===== src/rtl/audio_pkg.sv =====
`default_nettype none
// ============================================================================
//  Module      : audio_pkg
//  Description : Shared types, constants and helpers for the PCM reader.
//  Revision    : 1.0 - initial release
// ============================================================================
package audio_pkg;

    localparam logic [7:0] RATE_MAX = 8'd128;

    // Gain index 0 (mute) .. 15 (unity = 128); entry [i] is the gain for volume i.
    localparam logic [15:0][7:0] VOLUME_LUT = {
        8'd128, 8'd64, 8'd45, 8'd32, 8'd24, 8'd18, 8'd14, 8'd11,
        8'd8,   8'd6,  8'd5,  8'd4,  8'd3,  8'd2,  8'd1,  8'd0
    };

    typedef enum logic [1:0] {
        IDLE  = 2'd0,
        FETCH = 2'd1,
        SCALE = 2'd2
    } pcm_state_t;

    function automatic logic [2:0] pcm_bytes(input logic stereo, input logic b16);
        case ({stereo, b16})
            2'b00:   return 3'd1;
            2'b01:   return 3'd2;
            2'b10:   return 3'd2;
            default: return 3'd4;
        endcase
    endfunction

endpackage
`default_nettype wire


===== src/rtl/audio_volume_scale.sv =====
`default_nettype none
// ============================================================================
//  Module      : audio_volume_scale
//  Description : Signed 16-bit sample times unsigned 8-bit gain, >>> 7.
//  Revision    : 1.0 - initial release
// ============================================================================
module audio_volume_scale (
    input  logic signed [15:0] sample,
    input  logic        [7:0]  gain,
    output logic        [15:0] scaled
);

    logic signed [24:0] w_prod;
    logic               w_unused_prod;

    // Gain never exceeds 128, so bits [22:7] always hold the full result.
    assign w_prod        = sample * $signed({1'b0, gain});
    assign scaled        = w_prod[22:7];
    assign w_unused_prod = ^{w_prod[24:23], w_prod[6:0]};

endmodule
`default_nettype wire


===== src/rtl/audio_pcm_reader.sv =====
`default_nettype none
// ============================================================================
//  Module      : audio_pcm_reader
//  Description : Rate-paced PCM fetch from the audio FIFO with log volume.
//  Revision    : 1.0 - initial release
// ============================================================================
module audio_pcm_reader (
    input  logic        clk,
    input  logic        rst,
    input  logic        next_sample,
    input  logic [7:0]  sample_rate,
    input  logic        mode_stereo,
    input  logic        mode_16bit,
    input  logic [3:0]  volume,
    input  logic [7:0]  fifo_rddata,
    input  logic        fifo_empty,
    output logic        fifo_rd_en,
    output logic [15:0] left_out,
    output logic [15:0] right_out,
    output logic        sample_stb,
    output logic        underrun
);

    import audio_pkg::*;

    pcm_state_t       r_state;
    pcm_state_t       w_state_next;

    logic [7:0]       r_acc;
    logic [7:0]       w_rate;
    logic [7:0]       w_acc_sum;
    logic             w_fetch_req;
    logic             w_unused_acc_msb;

    logic [2:0]       r_k;
    logic [2:0]       r_n;
    logic             r_stereo;
    logic             r_b16;
    logic             r_abort;
    logic             r_cap_pend;
    logic [1:0]       r_cap_idx;
    logic [3:0][7:0]  r_bytes;
    logic [3:0][7:0]  w_byte;

    logic             w_need_byte;
    logic             w_abort_now;
    logic             w_last_pop;

    logic [15:0]      w_raw_l;
    logic [15:0]      w_raw_r;
    logic [15:0]      w_scaled_l;
    logic [15:0]      w_scaled_r;
    logic [7:0]       w_gain;

    logic [15:0]      r_left;
    logic [15:0]      r_right;
    logic             r_sample_stb;
    logic             r_underrun;

    // ------------------------------------------------------------------
    // Rate accumulator: bit 7 of the new value is the fetch carry.
    // ------------------------------------------------------------------
    assign w_rate           = (sample_rate > RATE_MAX) ? RATE_MAX : sample_rate;
    assign w_acc_sum        = {1'b0, r_acc[6:0]} + w_rate;
    assign w_fetch_req      = next_sample && w_acc_sum[7];
    assign w_unused_acc_msb = r_acc[7];

    // ------------------------------------------------------------------
    // FIFO handshake
    // ------------------------------------------------------------------
    assign w_need_byte = (r_state == FETCH) && (r_k < r_n);
    assign fifo_rd_en  = w_need_byte && !fifo_empty;
    assign w_abort_now = w_need_byte && fifo_empty;
    assign w_last_pop  = fifo_rd_en && (r_k == (r_n - 3'd1));

    // ------------------------------------------------------------------
    // FSM
    // ------------------------------------------------------------------
    always_ff @(posedge clk) begin
        if (rst) begin
            r_state <= IDLE;
        end else begin
            r_state <= w_state_next;
        end
    end

    always_comb begin
        w_state_next = r_state;
        case (r_state)
            IDLE: begin
                if (w_fetch_req) begin
                    w_state_next = FETCH;
                end
            end
            FETCH: begin
                if (w_abort_now || w_last_pop || !w_need_byte) begin
                    w_state_next = SCALE;
                end
            end
            SCALE: begin
                w_state_next = IDLE;
            end
            default: begin
                w_state_next = IDLE;
            end
        endcase
    end

    // ------------------------------------------------------------------
    // Fetch bookkeeping and byte capture
    // ------------------------------------------------------------------
    always_ff @(posedge clk) begin
        if (rst) begin
            r_acc      <= '0;
            r_k        <= '0;
            r_n        <= 3'd1;
            r_stereo   <= 1'b0;
            r_b16      <= 1'b0;
            r_abort    <= 1'b0;
            r_cap_pend <= 1'b0;
            r_cap_idx  <= '0;
            r_bytes    <= '0;
        end else begin
            if (next_sample) begin
                r_acc <= w_acc_sum;
            end
            if ((r_state == IDLE) && w_fetch_req) begin
                r_k      <= '0;
                r_n      <= pcm_bytes(mode_stereo, mode_16bit);
                r_stereo <= mode_stereo;
                r_b16    <= mode_16bit;
                r_abort  <= 1'b0;
            end else begin
                if (fifo_rd_en) begin
                    r_k <= r_k + 3'd1;
                end
                if (w_abort_now) begin
                    r_abort <= 1'b1;
                end
            end
            r_cap_pend <= fifo_rd_en;
            r_cap_idx  <= r_k[1:0];
            if (r_cap_pend) begin
                r_bytes[r_cap_idx] <= fifo_rddata;
            end
        end
    end

    // The final byte is still on fifo_rddata during SCALE, so bypass it in.
    for (genvar gi = 0; gi < 4; gi++) begin : g_byte_bypass
        assign w_byte[gi] = (r_cap_pend && (r_cap_idx == gi[1:0])) ? fifo_rddata : r_bytes[gi];
    end

    always_comb begin
        w_raw_l = '0;
        w_raw_r = '0;
        if (!r_abort) begin
            if (r_b16) begin
                w_raw_l = {w_byte[1], w_byte[0]};
            end else begin
                w_raw_l = {w_byte[0], 8'h00};
            end
            if (!r_stereo) begin
                w_raw_r = w_raw_l;
            end else if (r_b16) begin
                w_raw_r = {w_byte[3], w_byte[2]};
            end else begin
                w_raw_r = {w_byte[1], 8'h00};
            end
        end
    end

    // ------------------------------------------------------------------
    // Volume scaling and registered outputs
    // ------------------------------------------------------------------
    assign w_gain = VOLUME_LUT[volume];

    audio_volume_scale u_scale_l (
        .sample (w_raw_l),
        .gain   (w_gain),
        .scaled (w_scaled_l)
    );

    audio_volume_scale u_scale_r (
        .sample (w_raw_r),
        .gain   (w_gain),
        .scaled (w_scaled_r)
    );

    always_ff @(posedge clk) begin
        if (rst) begin
            r_left       <= '0;
            r_right      <= '0;
            r_sample_stb <= 1'b0;
            r_underrun   <= 1'b0;
        end else begin
            r_sample_stb <= (r_state == SCALE);
            r_underrun   <= ((r_state == SCALE) && r_abort) ||
                            ((r_state != IDLE) && w_fetch_req);
            if (r_state == SCALE) begin
                r_left  <= w_scaled_l;
                r_right <= w_scaled_r;
            end
        end
    end

    assign left_out   = r_left;
    assign right_out  = r_right;
    assign sample_stb = r_sample_stb;
    assign underrun   = r_underrun;

endmodule
`default_nettype wire

===== config.mk =====
export PLATFORM = sky130hd
export DESIGN_NAME = audio_pcm_reader
export DESIGN_NICKNAME = d
export VERILOG_FILES = /design/src/rtl/audio_pkg.sv /design/src/rtl/audio_volume_scale.sv /design/src/rtl/audio_pcm_reader.sv
export SDC_FILE = /design/constraint.sdc
export NUM_CORES = 1
export LEC_CHECK = 0
export CAP_MARGIN = 20
export CORE_MARGIN = 4
export CORE_UTILIZATION = 55
export DETAILED_ROUTE_END_ITERATION = 7
export GPL_ROUTABILITY_DRIVEN = 0
export MAX_ROUTING_LAYER = met4
export PLACE_DENSITY = 0.76
export SYNTH_ARGS = -nofsm -noshare
export SYNTH_HDL_FRONTEND = slang
export SYNTH_SLANG_ARGS = --single-unit
export TNS_END_PERCENT = 1

===== constraint.sdc =====
create_clock -name clk -period 8.48 [get_ports clk]
set_input_delay 0.848 -clock clk [delete_from_list [all_inputs] [get_ports clk]]
set_output_delay 0.848 -clock clk [all_outputs]
set_load 0.005 [all_outputs]

==> impl_metrics.toml, run 1 <==
[outcome]
status = "finished, final reports clean"

[clock_tree]
clk_path_buf_depth = 2
clock_transition_at_the_register_clock_pins_on_the_worst_setup_and_hold_paths_after_cts_ns = 0.07
post_cts_repair_timing_setup_buffer_count = 0
cts_hold_buffers = 0
worst_skew_pair.late_latency_ns = 0.37
clock_tree.htree_level_count = 3
cts.sinks = 87
ctsRootBufferMaster = "clkbuf_16"
cts_resized = 0
clock_tree_from_tritoncts = "yes"
cts_inserted_buffers = 9

[critical_path]
setup.worst_path.class = "input port to flop"
setup.worst_path.end_class = "flop"
worst_path_largest_cell_delay_ns = 0.73
cell_family_with_most_cp_delay = "compound AO/OA/AOI/OAI gates"
worst-r2r-setup-slack_ns = 1.54
startpoint_type = "input port"
arrival_ns = 7.47
cp_cell_instances = "clkdlybuf4s50_1 -> or3b_4 -> a22oi_1 -> buf_4 -> nand2_1 -> fa_1 -> inv_1 -> fa_1 -> ha_1 -> inv_1 -> fa_1 -> inv_1 -> ha_1 -> or4bb_1 -> a2111oi_2 -> a21oi_1 -> o31a_1 -> o21a_1 -> o21ai_2 -> nor4_1 -> o211a_1 -> a311o_1"
critical_path.n_buffers_inverters = 5
r2r_cells = 23
cp_max_fo = 28
worstReg2RegEnd = "left_out[15]"
worst_r2r_startpoint = "r_cap_pend"
critPathRequiredTime_ns = 8.73
critical-path-slowest-cell = "clkdlybuf4s50_1"

[synthesis]
ys.warnings.count = 0
ys_seq_elements = 87
yosys.area.top_type_share = 0.3122
synth_flop_cell = "dfxtp_1"
post_synth_main_area_contributors = "fa_1 (31%), dfxtp_1 (14%), ha_1 (9.7%)"
synth_edf_count = 0
syn-num-nets = 1797
synth.cell_area_sq_um = 12380
async_flop_share = 0
seq_area_frac_synth = 0.1407
synth_largest_area_cell = "fa_1"
synth.avg_cell_area_sq_um = 8.351
synthesis.instances = 1482
ys_types = 66

[sta]
finalCritPeriodShare = 0.8514
timing.final.max_slew_violations = 0
fmax_mhz = 138.5
setup_slack_ns = 1.260
grt_setup_unrepaired = "no"
maxSlewHeadroom = 0.2772
setup_viol_count_final = 0
finalCriticalPeriod_ns = 7.220
skew_ns = 0.01847
setup_total_negative_slack_ns = 0
finalHoldViolCount = 0
worst_pin_slew_ns = 1.081

[drt]
drt-wirelength-per-cell_um = 16.21
detailedRoute.firstIterationViolations = 663
num_vias = 9845
vias_per_cell = 5.503
remaining_drc_errors = 0
detail_route.wirelength_um = 29000
drt.antenna.violating_nets = 0
detail_route.first_pass.iterations = 5

[power_and_ir_drop]
power_uw = 1143
ir_worst_vdd_uv = 95.26
cellPowerDensity_nw_per_um2 = 84.61
static-leakage-power_uw = 0.006746

[placement]
hpwl_um = 23180
preCtsSetupSlack_ns = 0.8726
port-buffer-count = 60

[floorplan]
die-height_um = 158.0
core_region_sq_um = 21960
floorplan.initialDensity = 0.5636
fp.dieArea_sq_um = 24970
ios = 61
placement_rows = 54
dieWidth_um = 158.0

[cells_and_area]
area_delta_synth_final_pct = 9.149
most_frequent_standard_cell_in_the_layout_excluding_fill_and_tap_cells = "inv_1"
mostFrequentLayoutCells = "inv_1 (273), nor2_1 (199), fa_1 (193), nand2_1 (192), ha_1 (96)"
antenna-diode-count = 0
fin_nets = 1819
drive_above_1_share = 0.03910

[grt]
grt_remaining_overflow = 0
antenna_found_initial = 0
track_usage = 0.2563
grt_max_degree = 78
number_of_global_route_vias_before_repair = 10320
grt_pass1_wl_um = 49800

[hold_path]
min_from = "left_out[3]"
holdPathEnd = "left_out[3]"
hp-class = "flop to flop"
worst_hold_depth = 2

[run]
cap_violations = 0
[cell families after synthesis]
logic type | share of synthesized area
xor gates and xnor gates | 0.03255
and+or+nand+nor | 0.1844
adders and majority gates | 0.4092
muxes | 0.04903
DFF | 0.1407
buffers and inverters | 0.1031
AOI/OAI and AO/OA | 0.08098
[metal layers]
metal,global-route usage,part of all wire,vias up
met2,0.4465,0.51,272
met5,-,0,-
li1,-,-,4664
met3,0.03663,0.057,62
met4,0.08530,0.030,0
met1,0.3065,0.40,4847
[stage by stage]
step | area [sq um] | utilization | hold slack [ns] | instances
after floorplan | 12380 | - | 0.4482 | 1482
after global placement | 13200 | 0.6010 | 0.4399 | 1773
after detailed placement | 13200 | 0.6010 | 0.4422 | 1773
after CTS | 13510 | 0.6152 | 0.4527 | 1789
after global routing | 13510 | 0.6152 | 0.4688 | 1789
final | 13510 | 0.6152 | 0.4491 | 1789
[Yosys cell counts, types with 3 or more instances]
master	n
a211oi_1	16
and2_1	5
clkbuf_1	55
nand2_1	192
buf_1	6
nand2b_1	16
fa_1	193
nor3b_1	4
nand3b_1	5
xor2_1	14
mux2i_1	48
xnor2_1	32
nor4b_1	3
and3_1	4
inv_1	273
or3_1	5
or2_2	6
nand3_1	16
a31oi_1	6
o31ai_1	3
nor2b_1	23
nand4_1	4
ha_1	96
o21ai_0	15
mux2_2	8
nor3_1	18
o21bai_1	7
dfxtp_1	87
nor2_1	199
nand4b_1	3
a211o_1	5
nor4_1	3
a21oi_1	59
a21o_1	10
a311o_1	3
[area by class of cell]
type                       instances  area, sq um
clock buffer                       9        225.2
inverter                         273         1025
fill                            1876         8449
tap                              280        350.3
multi-input combinational       1057         9365
sequential                        87         1742
timing repair buffer              76        715.7
clock inverter                     7        86.33
[report_power, final]
part / switching, uW / internal, uW / total [uW]
Combinational: 190 / 113 / 303
Clock: 206 / 211 / 417
Sequential: 7.11 / 416 / 423
Total: 403 / 740 / 1140
[worst register-to-register path, stage by stage (launching register included)]
cell and delay [ns]:
dfxtp_1 0.41, or3b_1 0.74, mux2_2 0.42, nand2_1 0.06, o21ai_0 0.16, nor2b_1 0.35
nand2_1 0.13, fa_1 0.54, inv_1 0.05, fa_1 0.48, fa_1 0.54, inv_1 0.05
fa_1 0.47, inv_1 0.04, ha_1 0.33, a21o_1 0.19, a21o_1 0.18, a221oi_1 0.28
o31a_1 0.28, o21a_1 0.21, o21ai_2 0.11, nor4_1 0.38, nor4_1 0.12, a311o_1 0.33
[worst max path at each step]
stage / endpoint / depth (start not counted) / startpoint / slack [ns]
6_report: left_out[15] / 22 / volume[3] / 1.26
5_1_grt: left_out[15] / 23 / volume[3] / 0.86
4_1_cts: left_out[15] / 23 / volume[3] / 1.26
3_5_place_dp: left_out[15] / 23 / volume[3] / 0.87
3_3_place_gp: left_out[15] / 22 / volume[3] / 1.15
2_1_floorplan: left_out[15] / 23 / volume[2] / 1.75
[registers in the layout, summed over array words and instances, names as in the netlist, 2 cells and up]
register / flops
r_bytes: 32
left_out: 16
right_out: 16
r_acc: 7
r_k: 3
r_n: 3
r_cap_idx: 2
r_state: 2
(Power assumes the default switching activity.)
==> inputs of run 2 (changes only) <==
Settings changed: GPL_TIMING_DRIVEN from default to 0.
==> run 2 against run 1 <==
First-iteration DRC count increased by 52%. Largest power group is now the clock network. Core utilization increased by 0.54 points. Global-route usage increased by 3.0 points. Worst setup slack got worse by 0.77 ns. Clock skew increased by 0.0043 ns. Highest routed layer unchanged.
==> impl_metrics.toml, run 2 (same netlist as run 1, synthesis figures left out) <==
[cells_and_area]
fin_util = 0.6206
most_frequent_standard_cell_in_the_layout_excluding_fill_and_tap_cells = "inv_1"
area_delta_synth_final_pct = 10.11
fin_nets = 1866
antenna-diode-count = 0
mostFrequentLayoutCells = "inv_1 (273), nor2_1 (199), fa_1 (193), nand2_1 (192), ha_1 (96)"
flip_flop_count_of_the_largest_register_after_layout = 32
fill_cells = 1898
drive_above_1_share = 0.02956
top_reg_by_flops = "r_bytes"

[critical_path]
worst-r2r-setup-slack_ns = 1.45
startpoint_type = "input port"
cp_max_fo = 10
critical_path.startpoint = "volume[3]"
critPathRequiredTime_ns = 8.78
r2r_cells = 25
worst_r2r_startpoint = "r_cap_pend"
arrival_ns = 8.29
worstReg2RegEnd = "left_out[15]"
worst_setup_path_endpoint = "left_out[14]"
setup.worst_path.class = "input port to flop"
setup.worst_path.end_class = "flop"

[run]
cap_violations = 0

[grt]
antenna_found_initial = 0
grt_max_degree = 19
grt_pass1_wl_um = 54170
number_of_global_route_vias_before_repair = 10800
grt_remaining_overflow = 0
track_usage = 0.2859

[sta]
grt_setup_unrepaired = "no"
whs_ns = 0.4529
setup_total_negative_slack_ns = 0
maxSlewHeadroom = 0.1386
worst_pin_slew_ns = 1.292
fmax_mhz = 125.2
finalCriticalPeriod_ns = 7.988
setup_viol_count_final = 0
finalCritPeriodShare = 0.9419
timing.final.max_slew_violations = 0
finalHoldViolCount = 0
setup_slack_ns = 0.4923
skew_ns = 0.02275

[clock_tree]
clock_tree_from_tritoncts = "yes"
post_cts_repair_timing_setup_buffer_count = 0
cts.sinks = 87
cts_inserted_buffers = 9
clock_tree.htree_level_count = 3
clock_transition_at_the_register_clock_pins_on_the_worst_setup_and_hold_paths_after_cts_ns = 0.09
worst_skew_pair.late_latency_ns = 0.37
clk_path_buf_depth = 2
ctsRootBufferMaster = "clkbuf_16"

[drt]
drt.antenna.violating_nets = 0
remaining_drc_errors = 0
num_vias = 10380
detailedRoute.firstIterationViolations = 1010
detail_route.wirelength_um = 33030
vias_per_cell = 5.652
detail_route.first_pass.iterations = 5
drt-wirelength-per-cell_um = 17.99

[hold_path]
hp-class = "flop to flop"

[floorplan]
placement_rows = 54
dieWidth_um = 158.0
floorplan.initialDensity = 0.5636
core_region_sq_um = 21960
die-height_um = 158.0
ios = 61
fp.dieArea_sq_um = 24970

[placement]
preCtsSetupSlack_ns = 0.2531
hpwl_um = 26880
port-buffer-count = 57

[power_and_ir_drop]
power_uw = 1189
cellPowerDensity_nw_per_um2 = 87.28
static-leakage-power_uw = 0.006751
ir_worst_vdd_uv = 98.79

[outcome]
status = "finished, final reports clean"
-- run 2: cell count changes in the layout (fill, tap and decap cells not counted), sizes merged --
cell           delta
inv               +1
clkbuf           +57
clkdlybuf4s50     -2
bufinv            +1
clkinvlp          +1
buf               -8
clkinv            -3
-- run 2: how the worst min path moves through the flow --
stage                             from      endpoint  slack [ns]  cells after the start
after floorplan            left_out[2]   left_out[2]        0.45                      2
after CTS                 right_out[2]  right_out[2]        0.46                      2
after global routing       left_out[1]   left_out[1]        0.47                      2
after detailed placement   left_out[3]   left_out[3]        0.44                      2
after global placement     left_out[4]   left_out[4]        0.44                      2
final                      left_out[3]   left_out[3]        0.45                      2
-- run 2: layout make-up --
cell class / instances / area [sq um] / area share
timing repair buffer: 58 / 578.1 / 0.04242
inverter: 273 / 1025 / 0.07519
sequential: 87 / 1742 / 0.1278
clock inverter: 7 / 96.34 / 0.007069
multi-input combinational: 1057 / 9359 / 0.6867
buffer: 65 / 252.7 / 0.01855
tap: 280 / 350.3 / 0.02571
clock buffer: 9 / 225.2 / 0.01653
-- run 2: layer usage --
layer	global-route usage	part of all wire
met2	0.4789	0.49
met5	-	0
met1	0.3492	0.39
met3	0.04675	0.085
met4	0.1084	0.038
-- run 2: stage by stage --
stage,std cells,instance area (sq um)
2_1_floorplan,1482,12380
3_3_place_gp,1819,13300
3_5_place_dp,1819,13300
4_1_cts,1835,13620
5_1_grt,1836,13630
6_report,1836,13630
-- run 2: where the power goes --
group	total (uW)	switching [uW]	internal, uW
combinational	323	208	114
clock	446	207	238
sequential	421	5.27	416
-- run 2: what timing repair did --
action | in CTS | in global routing
gates resized for setup | 0 | 2
setup endpoints to repair | 0 | 1
hold buffers | 0 | 0
-- run 2: worst max-delay path: stages --
cell and delay [ns]:
clkdlybuf4s50_1 0.59, or3b_4 0.45, a22oi_1 0.97, clkbuf_1 0.47, nand2_1 0.15, fa_1 0.55, inv_1 0.05, fa_1 0.44
ha_1 0.28, inv_1 0.04, fa_1 0.47, inv_1 0.04, ha_1 0.25, or4bb_1 0.54, a2111oi_2 0.35, a21oi_1 0.21
o31a_1 0.39, o21a_1 0.25, o21ai_2 0.22, o21ai_1 0.15, or4_1 0.43, nand3_1 0.10
==> inputs of run 3 (changes only) <==
Settings changed: SKIP_LAST_GASP from default to 1, SYNTH_HIERARCHICAL from default to 1.
==> run 3 against run 2 <==
Clock power decreased by 2%. Hold slack got worse by 0.0011 ns. Routed wire length fell by 6.0%. Global-route usage down 3.1 points. Synthesized cell count is 3.8% higher. Critical path depth shrank 2. Via count down 0.64%. Worst setup slack improved by 0.74 ns. Largest cell class unchanged.
==> impl_metrics.toml, run 3 <==
[outcome]
status = "finished, final reports clean"

[drt]
drt.antenna.violating_nets = 0
drt-wirelength-per-cell_um = 16.09
remaining_drc_errors = 0
detail_route.first_pass.iterations = 5
num_vias = 10310
detail_route.wirelength_um = 31040
vias_per_cell = 5.345
detailedRoute.firstIterationViolations = 781

[floorplan]
placement_rows = 55
ios = 61
core_region_sq_um = 22850
fp.dieArea_sq_um = 26020
floorplan.initialDensity = 0.5658
die-height_um = 161.3
dieWidth_um = 161.3

[sta]
setup_viol_count_final = 0
finalHoldViolCount = 0
setup_total_negative_slack_ns = 0
finalCriticalPeriod_ns = 7.247
skew_ns = 0.01308
grt_setup_unrepaired = "no"
worst_pin_slew_ns = 1.133
fmax_mhz = 138.0
finalCritPeriodShare = 0.8546
maxSlewHeadroom = 0.2399
timing.final.max_slew_violations = 0

[synthesis]
ys.warnings.count = 6
synth_flop_cell = "dfxtp_1"
count_leader_synth = "inv_1"
async_flop_share = 0
synth.cell_area_sq_um = 12930
post_synth_main_area_contributors = "fa_1 (30%), dfxtp_1 (13%), ha_1 (9.3%)"
syn-num-nets = 1853
post_synth_most_frequent_cells = "inv_1 (295), nand2_1 (228), fa_1 (193)"
yosys.area.top_type_share = 0.2989
synth_edf_count = 0
synth_largest_area_cell = "fa_1"
synth.avg_cell_area_sq_um = 8.405
ys_seq_elements = 87
ys_types = 67
synthesis.instances = 1538
seq_area_frac_synth = 0.1347

[power_and_ir_drop]
cellPowerDensity_nw_per_um2 = 83.60
static-leakage-power_uw = 0.007078
ir_worst_vdd_uv = 97.31

[cells_and_area]
most_frequent_standard_cell_in_the_layout_excluding_fill_and_tap_cells = "inv_1"
fin_nets = 1926
area_delta_synth_final_pct = 10.34
antenna-diode-count = 0
mostFrequentLayoutCells = "inv_1 (295), nand2_1 (228), fa_1 (193), and2_1 (124), ha_1 (96)"
flip_flop_count_of_the_largest_register_after_layout = 32
fill_cells = 1993
drive_above_1_share = 0.03713
top_reg_by_flops = "r_bytes"
finish.instance_area_sq_um = 14260

[clock_tree]
clock_tree.htree_level_count = 3
cts.sinks = 87
clock_tree_from_tritoncts = "yes"
cts_hold_buffers = 0
clk_path_buf_depth = 2
cts_inserted_buffers = 9
cts_resized = 0
ctsRootBufferMaster = "clkbuf_16"
post_cts_repair_timing_setup_buffer_count = 0
clock_transition_at_the_register_clock_pins_on_the_worst_setup_and_hold_paths_after_cts_ns = 0.07
worst_skew_pair.late_latency_ns = 0.36

[hold_path]
worst_hold_depth = 2
holdPathEnd = "left_out[4]"
hp-class = "flop to flop"
min_from = "left_out[4]"

[critical_path]
critPathRequiredTime_ns = 8.75
r2r_cells = 22
setup.worst_path.end_class = "flop"
worst_r2r_startpoint = "r_cap_pend"
arrival_ns = 7.52
setup.worst_path.class = "input port to flop"
cp_max_fo = 14
startpoint_type = "input port"
worst-r2r-setup-slack_ns = 1.84
worstReg2RegEnd = "right_out[15]"

[grt]
grt_max_degree = 19
grt_pass1_wl_um = 52720
grt_remaining_overflow = 0
antenna_found_initial = 0
number_of_global_route_vias_before_repair = 10540
track_usage = 0.2551

[run]
cap_violations = 0

[placement]
placement.cell_area_sq_um = 13940
hpwl_um = 25420
port-buffer-count = 55
run 3: changes by cell type in the layout (fill, tap and decap cells not counted), moves of 5 or more:
cell	change
o211ai_1	+7
or2_2	-6
nand2b_1	-9
inv_1	+22
clkbuf_1	-5
nand2_1	+36
o21ai_1	+6
nand3_1	-7
a21oi_1	+12
nor2_1	-111
and2_1	+119
nor2b_1	-7
run 3: critical path: stages:
cell and delay (ns):
clkdlybuf4s50_1 0.62, inv_1 0.13, maj3_1 0.35, mux2i_2 0.79, clkbuf_1 0.47, nand2_1 0.15
fa_1 0.57, inv_1 0.06, fa_1 0.49, fa_1 0.49, inv_1 0.05, fa_1 0.49
inv_1 0.05, ha_1 0.37, a21oi_1 0.54, o221ai_1 0.24, a221oi_2 0.36, xnor2_1 0.20
nand2_1 0.09, a21oi_1 0.14
run 3: layout make-up:
type	count	area, sq um	share of cell area
Clock buffer	9	225.2	0.01579
Clock inverter	7	97.59	0.006842
Timing Repair Buffer	62	613.1	0.04298
Buffer	57	231.5	0.01623
Multi-Input combinational cell	1099	9856	0.6910
Inverter	295	1107	0.07763
Sequential cell	87	1742	0.1221
Tap cell	313	391.6	0.02746
run 3: power by group:
group | total (uW) | internal [uW] | switching [uW]
sequential | 420 | 416 | 4.48
clock | 435 | 238 | 197
combinational | 337 | 125 | 213
run 3: worst max path at each step:
stage,from,endpoint,cells past startpoint
floorplan,volume[3],right_out[9],21
global placement,volume[0],right_out[15],22
detailed placement,volume[0],right_out[15],20
CTS,volume[0],right_out[15],22
global route,volume[0],right_out[15],20
finish,volume[0],right_out[15],20
run 3: logic make-up (layout without fill, tap and decap cells):
group,Yosys count,after routing,share of synthesized area
AO/OA/AOI/OAI,180,180,0.09350
XOR/XNOR,53,53,0.03591
adder cells (fa/ha/maj),290,290,0.3926
buffers and inverters,352,430,0.1036
flip-flops,87,87,0.1347
multiplexers,57,57,0.04655
AND/OR/NAND/NOR,519,519,0.1932
run 3: routing by layer:
| metal | vias to the layer above | GRT usage | wire length (um) |
|---|---|---|---|
| li1 | 4916 | - | - |
| met1 | 4983 | 0.3539 | 14060 |
| met2 | 359 | 0.3995 | 14280 |
| met3 | 53 | 0.03828 | 2074 |
| met4 | 0 | 0.05971 | 631 |
| met5 | - | - | 0 |
run 3: through the flow:
step / total power, uW / worst slack (ns) / hold slack (ns) / std cells / utilization
2_1_floorplan: 662.8 / 2.266 / 0.4347 / 1538 / -
3_3_place_gp: 749.6 / 0.6050 / 0.4418 / 1906 / 0.6071
3_5_place_dp: 761.9 / 0.9132 / 0.4459 / 1912 / 0.6100
4_1_cts: 1195 / 1.278 / 0.4555 / 1928 / 0.6241
5_1_grt: 1262 / 0.8553 / 0.4686 / 1929 / 0.6243
6_report: 1192 / 1.233 / 0.4518 / 1929 / 0.6243
